### config.mk
export PLATFORM = sky130hd
export DESIGN_NAME = seven_seg_scan_ctrl
export DESIGN_NICKNAME = d
export VERILOG_FILES = /design/src/rtl/seven_seg_pkg.sv /design/src/rtl/BCD_Seven_segment.sv /design/src/rtl/seven_seg_scan_ctrl.sv
export SDC_FILE = /design/constraint.sdc
export NUM_CORES = 1
export LEC_CHECK = 0
export CAP_MARGIN = 20
export CORE_MARGIN = 8
export CORE_UTILIZATION = 55
export DETAILED_ROUTE_END_ITERATION = 7
export GPL_ROUTABILITY_DRIVEN = 0
export GPL_TIMING_DRIVEN = 0
export PLACE_DENSITY_LB_ADDON = 0.05
export SETUP_SLACK_MARGIN = 0.02
export SLEW_MARGIN = 20
export SYNTH_ARGS = -nofsm -noshare
export SYNTH_HDL_FRONTEND = slang
export SYNTH_SLANG_ARGS = --single-unit
### constraint.sdc
create_clock -name clk -period 6.79 [get_ports clk]
set_input_delay 1.0185 -clock clk [delete_from_list [all_inputs] [get_ports clk]]
set_output_delay 1.0185 -clock clk [all_outputs]
set_load 0.05 [all_outputs]
### src/rtl/seven_seg_pkg.sv
// Shared constants for the seven-segment scan controller and its decoder.
// Segment vectors are {a,b,c,d,e,f,g} on bits [6:0], active-high.
package seven_seg_pkg;

  // Dash shown for any BCD digit above nine: only segment g lit.
  localparam logic [6:0] SEG_DASH  = 7'b0000001;

  // All segments off.
  localparam logic [6:0] SEG_BLANK = 7'b0000000;

  // Largest legal BCD digit value.
  localparam logic [3:0] BCD_MAX   = 4'd9;

endpackage : seven_seg_pkg

### src/rtl/BCD_Seven_segment.sv
// Combinational BCD to seven-segment decoder, segments {a..g} = [6:0], active-high.
// Codes above nine decode to a dash so a corrupt digit is visible rather than dark.
module BCD_Seven_segment
  import seven_seg_pkg::*;
(
  input  logic [3:0] i_bcd,
  output logic [6:0] o_seg
);

  // Map one BCD digit to its segment pattern; out-of-range digits become a dash.
  always_comb begin
    o_seg = SEG_DASH;
    if (i_bcd <= BCD_MAX) begin
      case (i_bcd)
        4'd0:    o_seg = 7'b1111110;
        4'd1:    o_seg = 7'b0110000;
        4'd2:    o_seg = 7'b1101101;
        4'd3:    o_seg = 7'b1111001;
        4'd4:    o_seg = 7'b0110011;
        4'd5:    o_seg = 7'b1011011;
        4'd6:    o_seg = 7'b1011111;
        4'd7:    o_seg = 7'b1110000;
        4'd8:    o_seg = 7'b1111111;
        4'd9:    o_seg = 7'b1111011;
        default: o_seg = SEG_DASH;
      endcase
    end
  end

endmodule : BCD_Seven_segment

### src/rtl/seven_seg_scan_ctrl.sv
// Time-multiplexed scan controller for a NUM_DIGITS seven-segment display.
// A prescaler divides clk into DIV-cycle digit slots; the first BLANK_CYCLES of
// each slot keep all anodes off so the previous digit's segments never ghost.
// Optional build macro: LEADING_ZERO_BLANK_EN suppresses the anode of leading
// zero digits (digit 0 is always shown); slot timing is identical either way.
module seven_seg_scan_ctrl
  import seven_seg_pkg::*;
#(
  parameter int NUM_DIGITS   = 4,
  parameter int DIV          = 1000,
  parameter int BLANK_CYCLES = 16
)(
  input  logic                    clk,
  input  logic                    rst,
  input  logic                    en,
  input  logic                    load,
  input  logic [4*NUM_DIGITS-1:0] bcd_in,
  output logic [6:0]              seg_out,
  output logic [NUM_DIGITS-1:0]   an_out,
  output logic                    digit_wrap
);

  localparam int PW = $clog2(DIV);
  localparam int IW = $clog2(NUM_DIGITS);

  localparam logic [PW-1:0] PRESC_LAST = PW'(DIV - 1);
  localparam logic [PW-1:0] BLANK_LIM  = PW'(BLANK_CYCLES);
  localparam logic [IW-1:0] IDX_LAST   = IW'(NUM_DIGITS - 1);
  localparam logic [NUM_DIGITS-1:0] AN_ONE = NUM_DIGITS'(1);

  logic [PW-1:0]           r_presc;
  logic [IW-1:0]           r_idx;
  logic [4*NUM_DIGITS-1:0] r_shadow;
  logic [6:0]              r_seg;
  logic [NUM_DIGITS-1:0]   r_an;
  logic                    r_wrap;

  logic [3:0]            w_digits [NUM_DIGITS];
  logic [3:0]            w_digit;
  logic [6:0]            w_seg;
  logic                  w_slot_end;
  logic                  w_in_blank;
  logic                  w_digit_visible;
  logic [NUM_DIGITS-1:0] w_an_onehot;

  // Split the shadow word into per-digit nibbles for the active-digit mux.
  generate
    for (genvar gi = 0; gi < NUM_DIGITS; gi++) begin : g_digits
      assign w_digits[gi] = r_shadow[4*gi +: 4];
    end
  endgenerate

  assign w_digit     = w_digits[r_idx];
  assign w_slot_end  = (r_presc == PRESC_LAST);
  assign w_in_blank  = (r_presc < BLANK_LIM);
  assign w_an_onehot = AN_ONE << r_idx;

`ifdef LEADING_ZERO_BLANK_EN
  // w_zero_from[k] is set when digit k and every higher digit are zero.
  logic w_zero_from [NUM_DIGITS];

  generate
    for (genvar gi = 0; gi < NUM_DIGITS; gi++) begin : g_lz
      if (gi == NUM_DIGITS - 1) begin : g_top
        assign w_zero_from[gi] = (w_digits[gi] == 4'd0);
      end else begin : g_mid
        assign w_zero_from[gi] = (w_digits[gi] == 4'd0) && w_zero_from[gi+1];
      end
    end
  endgenerate

  assign w_digit_visible = (r_idx == '0) || !w_zero_from[r_idx];
`else
  assign w_digit_visible = 1'b1;
`endif

  BCD_Seven_segment u_decoder (
    .i_bcd (w_digit),
    .o_seg (w_seg)
  );

  // Prescaler and digit index; both freeze while the scan is disabled.
  always_ff @(posedge clk) begin
    if (rst) begin
      r_presc <= '0;
      r_idx   <= '0;
    end else if (en) begin
      if (w_slot_end) begin
        r_presc <= '0;
        r_idx   <= (r_idx == IDX_LAST) ? '0 : r_idx + IW'(1);
      end else begin
        r_presc <= r_presc + PW'(1);
      end
    end
  end

  // Shadow register; loads are honoured regardless of the scan enable.
  always_ff @(posedge clk) begin
    if (rst) begin
      r_shadow <= '0;
    end else if (load) begin
      r_shadow <= bcd_in;
    end
  end

  // Registered outputs derived from the current slot position and shadow digit.
  always_ff @(posedge clk) begin
    if (rst) begin
      r_seg  <= SEG_BLANK;
      r_an   <= '0;
      r_wrap <= 1'b0;
    end else if (en) begin
      r_seg  <= w_seg;
      r_an   <= (w_in_blank || !w_digit_visible) ? '0 : w_an_onehot;
      r_wrap <= w_slot_end && (r_idx == IDX_LAST);
    end else begin
      r_seg  <= SEG_BLANK;
      r_an   <= '0;
      r_wrap <= 1'b0;
    end
  end

  assign seg_out    = r_seg;
  assign an_out     = r_an;
  assign digit_wrap = r_wrap;

endmodule : seven_seg_scan_ctrl

======== Word-level counts from Yosys, hierarchy flattened ========
Memory sizes are Yosys's and may differ from the RTL's.
Index checks and enable logic that the tools add are counted.
word-level totals
  bits in read-only memories .............. 112
  bits in registers ....................... 40
  memories kept ........................... 1
operators by class
  multiplexer cells ....................... 6
  reductions and logical operators ........ 5
  shift operators ......................... 1
  add/sub/neg operators ................... 2
  $lt $le $gt $ge ......................... 3
  equality and inequality tests ........... 2
  bitwise gates (word level) .............. 3
memories
  name             words  bits a word  read ports  clocked after memory_dff  wr ports  RTL line                 source
  (no name shown)  16     7            1           0                         0         BCD_Seven_segment.sv:14  case (i_bcd)
operator list
  cell                                                      count
  adder 10 x 1 -> 10 bit, second input constant             1
  == test 10 bit, second input constant                     1
  < comparator 10 x 5 -> 1 bit, second input constant       1
  two-way mux 10 bit                                        1
  binary-select mux 4 bit (select 2 bit)                    1
  two-way mux 4 bit                                         2
  OR reduction 3 bit                                        2
  <= comparator 4 bit, second input constant                1
  left shift 1 x 2 -> 4 bit, first input constant           1
  greater-or-equal comparator 3 bit, second input constant  1
  NOT 2 -> 3 bit                                            1
  adder 2 x 1 -> 2 bit, second input constant               1
  == test 2 bit, second input constant                      1
  two-way mux 2 bit                                         1
  NOT 1 bit                                                 2
  AND reduction 2 bit                                       1
  OR reduction 2 bit                                        1
  logical AND 1 bit                                         1
  two-way mux 1 bit                                         1

======== Depth between registers and ports, before layout ========
  word-level depth ........................ 7
  mapped depth ............................ 8
  depth with buffers taken out ............ 7

======== Modules after synthesis ========
From an unflattened synthesis, not the netlist that was laid out.
second synthesis, totals
  cell total of the unflattened synthesis .. 174
  area total of the unflattened synthesis .. 1844.3 sq um
modules (own cells, without submodules)
  module               area each (sq um)  sequential area each (sq um)  cells an instance  times used
  seven_seg_scan_ctrl  1620.3             800.8                         146                1
  BCD_Seven_segment    224.0              0.0                           28                 1

======== Worst setup path after synthesis ========
Ideal clock, no wire load.
  path kind ............................... input-to-reg
  start ................................... input load
  end ..................................... register r_shadow[10]
  path slack .............................. 4.582 ns
  arrival time ............................ 2.080 ns
  stages .................................. 4
  required time ........................... 6.662 ns
  setup time .............................. 0.128 ns
  path buffers ............................ 2
  cells stage by stage .................... clkbuf_1 > clkbuf_1 > mux2i_1 > nor2_1
RTL lines
  item                  RTL line                    source
  start, declared       seven_seg_scan_ctrl.sv:16   input logic load,
  end signal, assigned  seven_seg_scan_ctrl.sv:102  r_shadow <= bcd_in;
  end, declared         seven_seg_scan_ctrl.sv:33   logic [4*NUM_DIGITS-1:0] r_shadow;

======== Worst setup path after layout ========
  start ................................... register r_an[3] (netlist: an_out[3])
  end ..................................... output an_out[3]
RTL lines
  item                    RTL line                    source
  start, declared         seven_seg_scan_ctrl.sv:35   logic [NUM_DIGITS-1:0] r_an;
  start signal, assigned  seven_seg_scan_ctrl.sv:114  r_an <= (w_in_blank || !w_digit_visible) ? '0 : w_an_onehot;
  end, declared           seven_seg_scan_ctrl.sv:19   output logic [NUM_DIGITS-1:0] an_out,
No word-level cell between the ends.

==> impl_results.md <==
* Total internal power at 0.325 mW
* Setup CP Type: reg -> out
* RSZ-0062 raised after global routing: false
* Flop-to-flop setup slack at 4.44 ns
* Hold Buf Count CTS at 0
* Y dimension of the die at 72.5 um
* Number of enable-type register cells in the synthesized netlist at 0
* Dpl cell area at 2100 um^2
* Bufs and invs on worst path at 1
* Pre-Repair DR Iteration Count at 6
* Sum of negative setup slack at 0 ns
* Post-synth net total at 207
* Worst setup endpoint: an_out[3]
* Fill count at 240
* CTS tree: yes
* Fin worst setup slack at 4.32 ns
* Clock root buffer: clkbuf_4
* Maximum buffer depth of the clock tree at 2
* Delay-heaviest family, CP: buffers and inverters
* Static Leak at 0.880 nW
* Reg2Reg Capture Point: seg_out[1]
* Number of input and output port buffers inserted at 29
* Pin count of the biggest net entering global routing at 12
* Wire length of the first global-routing pass at 5690 um
* Post-route clock period utilization at 36.4%
* Rows at 20
* Vias per inst at 5.06
* Fraction of registers with async set or reset after synthesis at 0%
* Clock insertion delay at the later pin of the skew report at 0.34 ns
* Cell with the most instances after synthesis: dfxtp_1
* Detailed router's first-iteration violation count at 76
* Most area-consuming cells after synthesis: dfxtp_1 (46%), mux2i_1 (11%), nor2_1 (7.9%)
* CTS Buf Count at 5
* Critical path's largest stage delay at 0.79 ns
* Overall die area at 5260 um^2
* Req. time, crit path at 5.77 ns
* Combinational fraction of design power at 14.5%
* Arrival time at the worst endpoint at 1.45 ns
* Cell type with the highest aggregate area in the netlist: dfxtp_1
* Slowest stage cell, crit path: clkdlybuf4s50_1
* Combined global-route utilization of all metal layers at 13.5%
* Fraction of layout instances using a drive strength above 1 at 6.48%
* Clock skew at 0.0115 ns
* Synth Register Bits at 40
* Finish-stage setup viols at 0
* R2r worst-path depth at 8
* Clock group share of total power at 27.7%
* Start point of the critical path: an_out[3]
* Pre-CTS worst setup slack at 4.23 ns
* Max-cap violations at 0
* Sequential share of the synthesized area at 45.6%
* Sequence of cells on the critical path: clkdlybuf4s50_1
* Number of antenna repair diodes at 0
* Vias in the first global route at 1380
* Maximum ir drop on the vdd rail at 0.160 mV
* Achievable Freq at 0.405 GHz
* Initial core utilization at 57.5%
* Nature of the critical path startpoint: register
* Number of nets still failing antenna checks after routing at 0
* Number of standard cells after synthesis at 179
* Post-route design area at 2160 um^2
* Switch Pwr at 0.106 mW
* Post-DR wirelength/cell at 12.3 um
* HPWL reported at the end of detailed placement at 2510 um
* Leftover overflow at the end of global routing at 0
* Transition time of the tightest slew-check pin at 0.691 ns
* Relative contribution of sequential cells to total power at 57.8%
* Cell count along the critical path at 1
* Mapped Area at 1760 um^2
* Synth cell types at 33
* Largest driver fanout on the critical path at 1
* X dimension of the die at 72.5 um
* Final critical-path required period at 2.47 ns
* Synth top cells by count: dfxtp_1 (40), nor2_1 (37), mux2i_1 (19)
* WHS at 0.506 ns
* Fraction of power spent switching nets at 24.6%
* CTS Sinks at 40
* Status: completed
* Area growth syn-to-layout at 23.0%
* Max-Slew Margin vs Limit at 53.9%
* Post-route DRC violation count at 0
* Placeable core area at 3050 um^2
* Routed wire length at 3190 um
* Synth Flop Type: dfxtp_1
* Maximum level of the CTS H-tree at 2
* Post-CTS Repair Setup Buffers at 0
* Final Max Tran Viols at 0
* Number of nets in the finished design at 243
* Antenna violations before repair at 0
* Worst flop-to-flop path startpoint: r_idx[0]
* Number of vias in the routed layout at 1315
* Sort of element at the end of the critical path: output port
* Number of I/O pins at 32
* Cell area power density at 199 nW/um^2
* Yosys warnings at 0
* Hold Path Class: reg -> reg
* Gates resized, CTS repair at 0
* Clock Pin Slew Worst Setup and Hold Paths at 0.11 ns
* Final Hold Fails at 0
* Portion of synthesized cell area occupied by the leading cell type at 45.6%
* Syn_area_per_cell at 9.81 um^2
## area by class of cell
| cell class | count | area (um^2) | area share [%] |
|---|---|---|---|
| Buffer | 10 | 45.0 | 2.08 |
| Timing Repair Buffer | 29 | 290 | 13.4 |
| Sequential cell | 40 | 801 | 37.1 |
| Inverter | 5 | 18.8 | 0.869 |
| Multi-Input combinational cell | 124 | 892 | 41.3 |
| Clock buffer | 8 | 58.8 | 2.72 |
| Tap cell | 44 | 55.1 | 2.55 |
## flip-flops by register name (all words and copies together) (netlist names)
name / count
r_idx: 2
r_presc: 10
r_shadow: 16
digit_wrap: 1
seg_out: 7
an_out: 4
## worst reg2reg max path, delay by kind of cell, from the launching register on
kind,cells,cell delay [ns]
adder cells (fa/ha/maj),1,0.19
multiplexers,1,0.61
flip-flops,1,0.37
AND/OR/NAND/NOR,2,0.41
AO/OA/AOI/OAI,2,0.36
buffers and inverters,2,0.33
## metal layers
metal / part of all wire, % / track usage, % / vias up
met1: 46 / 14.6 / 597
met3: 6.5 / 6.34 / 2
met4: 0.60 / 6.89 / 0
met5: 0 / 0 / -
li1: - / - / 682
met2: 47 / 21.4 / 34
## power groups by stage
stage	logic [mW]	registers, mW	clock network (mW)
after floorplan	0.0309	0.263	0
after global placement	0.0604	0.254	0
after detailed placement	0.0623	0.254	0
after CTS	0.0628	0.249	0.125
after global routing	0.0685	0.250	0.136
final	0.0623	0.249	0.119
## metrics by stage
stage / utilization (%) / instances / power, mW
global route: 70.8 / 260 / 0.454
floorplan: - / 179 / 0.294
CTS: 70.8 / 260 / 0.437
finish: 70.8 / 260 / 0.431
global placement: 68.9 / 252 / 0.314
detailed placement: 68.9 / 252 / 0.317
## cells in the final DEF (no fill, tap or decap), drive strengths merged
| cell | instances |
|---|---|
| dfxtp | 40 |
| nor2 | 37 |
| clkdlybuf4s50 | 29 |
| mux2i | 19 |
| clkbuf | 17 |
| a21oi | 9 |
| ha | 8 |
| nand2 | 6 |
| inv | 5 |
| nand2b | 5 |
| xnor2 | 5 |
| nand3 | 4 |
| nand4 | 4 |
| xor2 | 4 |
| mux4 | 4 |
| nor3 | 3 |
| and4 | 2 |
| or3 | 2 |
| and3 | 2 |
| buf | 1 |
| o21ai | 1 |
| o31a | 1 |
| nor2b | 1 |
| nor4bb | 1 |
| nor4 | 1 |
| and3b | 1 |
| nor3b | 1 |
| a21o | 1 |
| a211o | 1 |
| o21bai | 1 |
## how the worst min path moves through the flow
stage                       from  cells after the start            to  slack, ns
floorplan            r_shadow[4]                      2   r_shadow[4]       0.45
global placement     r_shadow[8]                      2   r_shadow[8]       0.46
detailed placement  r_shadow[14]                      2  r_shadow[14]       0.48
CTS                 r_shadow[11]                      2  r_shadow[11]       0.51
global route        r_shadow[14]                      2  r_shadow[14]       0.53
finish               r_shadow[1]                      2   r_shadow[1]       0.51
## cells by family after synthesis
logic type               count (synthesis)  synth area share (%)
AND/OR/NAND/NOR                         70                  19.2
flip-flops                              40                  45.6
multiplexers                            23                  16.4
buffers and inverters                   15                  3.63
AO/OA/AOI/OAI                           14                  4.99
XOR/XNOR                                 9                  4.49
adder cells (fa/ha/maj)                  8                  5.70
Note: power is estimated with default switching activity, not from simulation.
==> variant (same settings) <==
Build with the macro `LEADING_ZERO_BLANK_EN` defined.
--- a/src/rtl/seven_seg_scan_ctrl.sv
+++ b/src/rtl/seven_seg_scan_ctrl.sv
@@ -3,6 +3,8 @@
 // each slot keep all anodes off so the previous digit's segments never ghost.
 // Optional build macro: LEADING_ZERO_BLANK_EN suppresses the anode of leading
 // zero digits (digit 0 is always shown); slot timing is identical either way.
+`define LEADING_ZERO_BLANK_EN
+
 module seven_seg_scan_ctrl
   import seven_seg_pkg::*;
 #(
Function: no difference found for any inputs over 10 cycles, from zero or initial values and one cycle with rst high; that may be too few to reach the edited logic, so the function may still have changed.
==> variant against the original RTL <==
- synthesized area up 5.3%
- synthesized cell count up 9.5%
- largest power group unchanged
- critical path type unchanged
- routed wire length up 17%
- setup slack worse by 0.022 ns
- utilization down 2.1 points
- count of clock-buffer cells in the layout unchanged
- worst hold slack better by 0.019 ns
- sequential cell count unchanged
- maximum frequency down 0.88%
- cell count up 7.3%
- design area up 4.5%
- total power up 2.3%
==> variant: results (changes against the original RTL) <==
The total of buffers placed on input and output ports came out at 29 (unchanged). The number of design-rule violations left by the first detailed-router iteration is 76 (unchanged). The portion of the post-synthesis area used by sequential elements came to 43.3% (was 45.6%).

The multiplexer share of the synthesized area was 15.2% (was 16.4%). The post-cts sizing count came out at 0 (unchanged). Synth top cells by count: sky130_fd_sc_hd__dfxtp_1, sky130_fd_sc_hd__nor2_1, sky130_fd_sc_hd__mux2i_1 (unchanged). The xor/xnor share of the synthesized area is 4.26% (was 4.49%).

The post-synthesis compound-gate area fraction is 6.09% (was 4.99%). The initial antenna violation count is 0 (unchanged). The adder-cell share of the synthesized area is 6.09% (was 5.70%).

The total number of vias came out at 1,484 (was 1,315). The post-detailed-route wirelength per cell is 13.3 microns (was 12.3 microns). The global-route wire length before repair came to 6.33 mm (was 5.69 mm). The number of CTS-inserted buffers is 5 (unchanged). The number of flip-flops under the largest register name came out at 16 (unchanged).

The fraction of layout cells with a size suffix above 1 came out at 5.58% (was 6.48%). The global routing usage summed across all routing layers was 14.9% (was 13.5%). Largest cells by area after synthesis: sky130_fd_sc_hd__dfxtp_1, sky130_fd_sc_hd__mux2i_1, sky130_fd_sc_hd__nor2_1, sky130_fd_sc_hd__ha_1, sky130_fd_sc_hd__mux4_1 (unchanged). The final layout net count was 261 (was 243). The reg-to-reg setup timing slack is 4.55 ns (was 4.44 ns). The maximum VDD drop was 0.146 mV (was 0.160 mV). The unique cell type count in the Yosys netlist was 35 (was 33).

The peak fanout along the critical path came out at 1 (unchanged). The yosys synthesis warning count came out at 0 (unchanged). The static power due to leakage came out at 0.907 nW (was 0.880 nW). The number of iterations in the first detailed-routing pass came out at 4 (was 6). The critical path's top delay family is buffers and inverters (unchanged).

The worst clock skew is 0.00728 ns (was 0.0115 ns). The arrival time of data at the critical path endpoint came out at 1.47 ns (was 1.45 ns). The cell with the biggest individual delay on the critical path is sky130_fd_sc_hd__clkdlybuf4s50_1 (unchanged). The antenna cell count came out at 0 (unchanged). The transition at the pin with the smallest max-transition slack came out at 0.487 ns (was 0.691 ns). The delay of the slowest cell on the worst path came out at roughly 0.80 ns. Run status: finished, final reports clean (unchanged).

The number of nets in the synthesized netlist came out at 225 (was 207). The HPWL reported at the end of detailed placement was 2.92 mm (was 2.51 mm). The final-layout worst hold slack came out at 0.525 ns (was 0.506 ns).

The insertion delay to the later sink of the worst-skew pair is 0.34 ns (about the same).
## variant: changes by cell type in the layout (fill, tap and decap cells not counted), moves of 3 or more
cell / before / now
sky130_fd_sc_hd__clkbuf_1: 11 / 7
sky130_fd_sc_hd__nand3_1: 4 / 1
sky130_fd_sc_hd__inv_1: 5 / 8
sky130_fd_sc_hd__nand2_1: 6 / 10
sky130_fd_sc_hd__nor3_1: 3 / 7
## variant: per-layer routing
layer,GRT usage [%],part of all wire (%),vias up
li1,-,-,741
met1,16.2,43,692
met2,25.3,48,42
met3,5.80,7.0,9
met4,5.76,1.7,0
met5,0,0,-
## variant: kinds of logic (layout without fill, tap and decap cells)
| group | Yosys count | in the layout |
|---|---|---|
| AO/OA/AOI/OAI | 19 | 19 |
| XOR/XNOR | 9 | 9 |
| adder cells (fa/ha/maj) | 9 | 9 |
| buffers and inverters | 18 | 55 |
| flip-flops | 40 | 40 |
| multiplexers | 22 | 22 |
| AND/OR/NAND/NOR | 79 | 79 |
## variant: worst paths after layout
check,start,endpoint,cells past startpoint
max,an_out[1],an_out[1],1
min,r_shadow[7],r_shadow[7],2
max reg2reg,r_idx[0],seg_out[2],8
min reg2reg,r_shadow[7],r_shadow[7],2
## variant: cell type report
cell class	instances	area, sq um
buffer	10	55.1
fill	284	1030
inverter	8	30.0
clock buffer	8	58.8
sequential	40	801
tap	46	57.6
multi-input combinational	138	965
timing repair buffer	29	290
## variant: power breakdown
| group | internal, mW | switching (mW) | total [mW] |
|---|---|---|---|
| logic | 0.0322 | 0.0354 | 0.0676 |
| clock network | 0.0511 | 0.0708 | 0.122 |
| registers | 0.244 | 0.00699 | 0.251 |
## variant: per-stage QoR
stage	worst slack [ns]	utilization [%]	std cells	instance area, sq um
finish	4.30	68.7	279	2260
global route	4.23	68.7	279	2260
CTS	4.27	68.7	279	2260
detailed placement	4.17	66.9	271	2200
global placement	4.29	66.9	271	2200
floorplan	4.76	-	196	1850
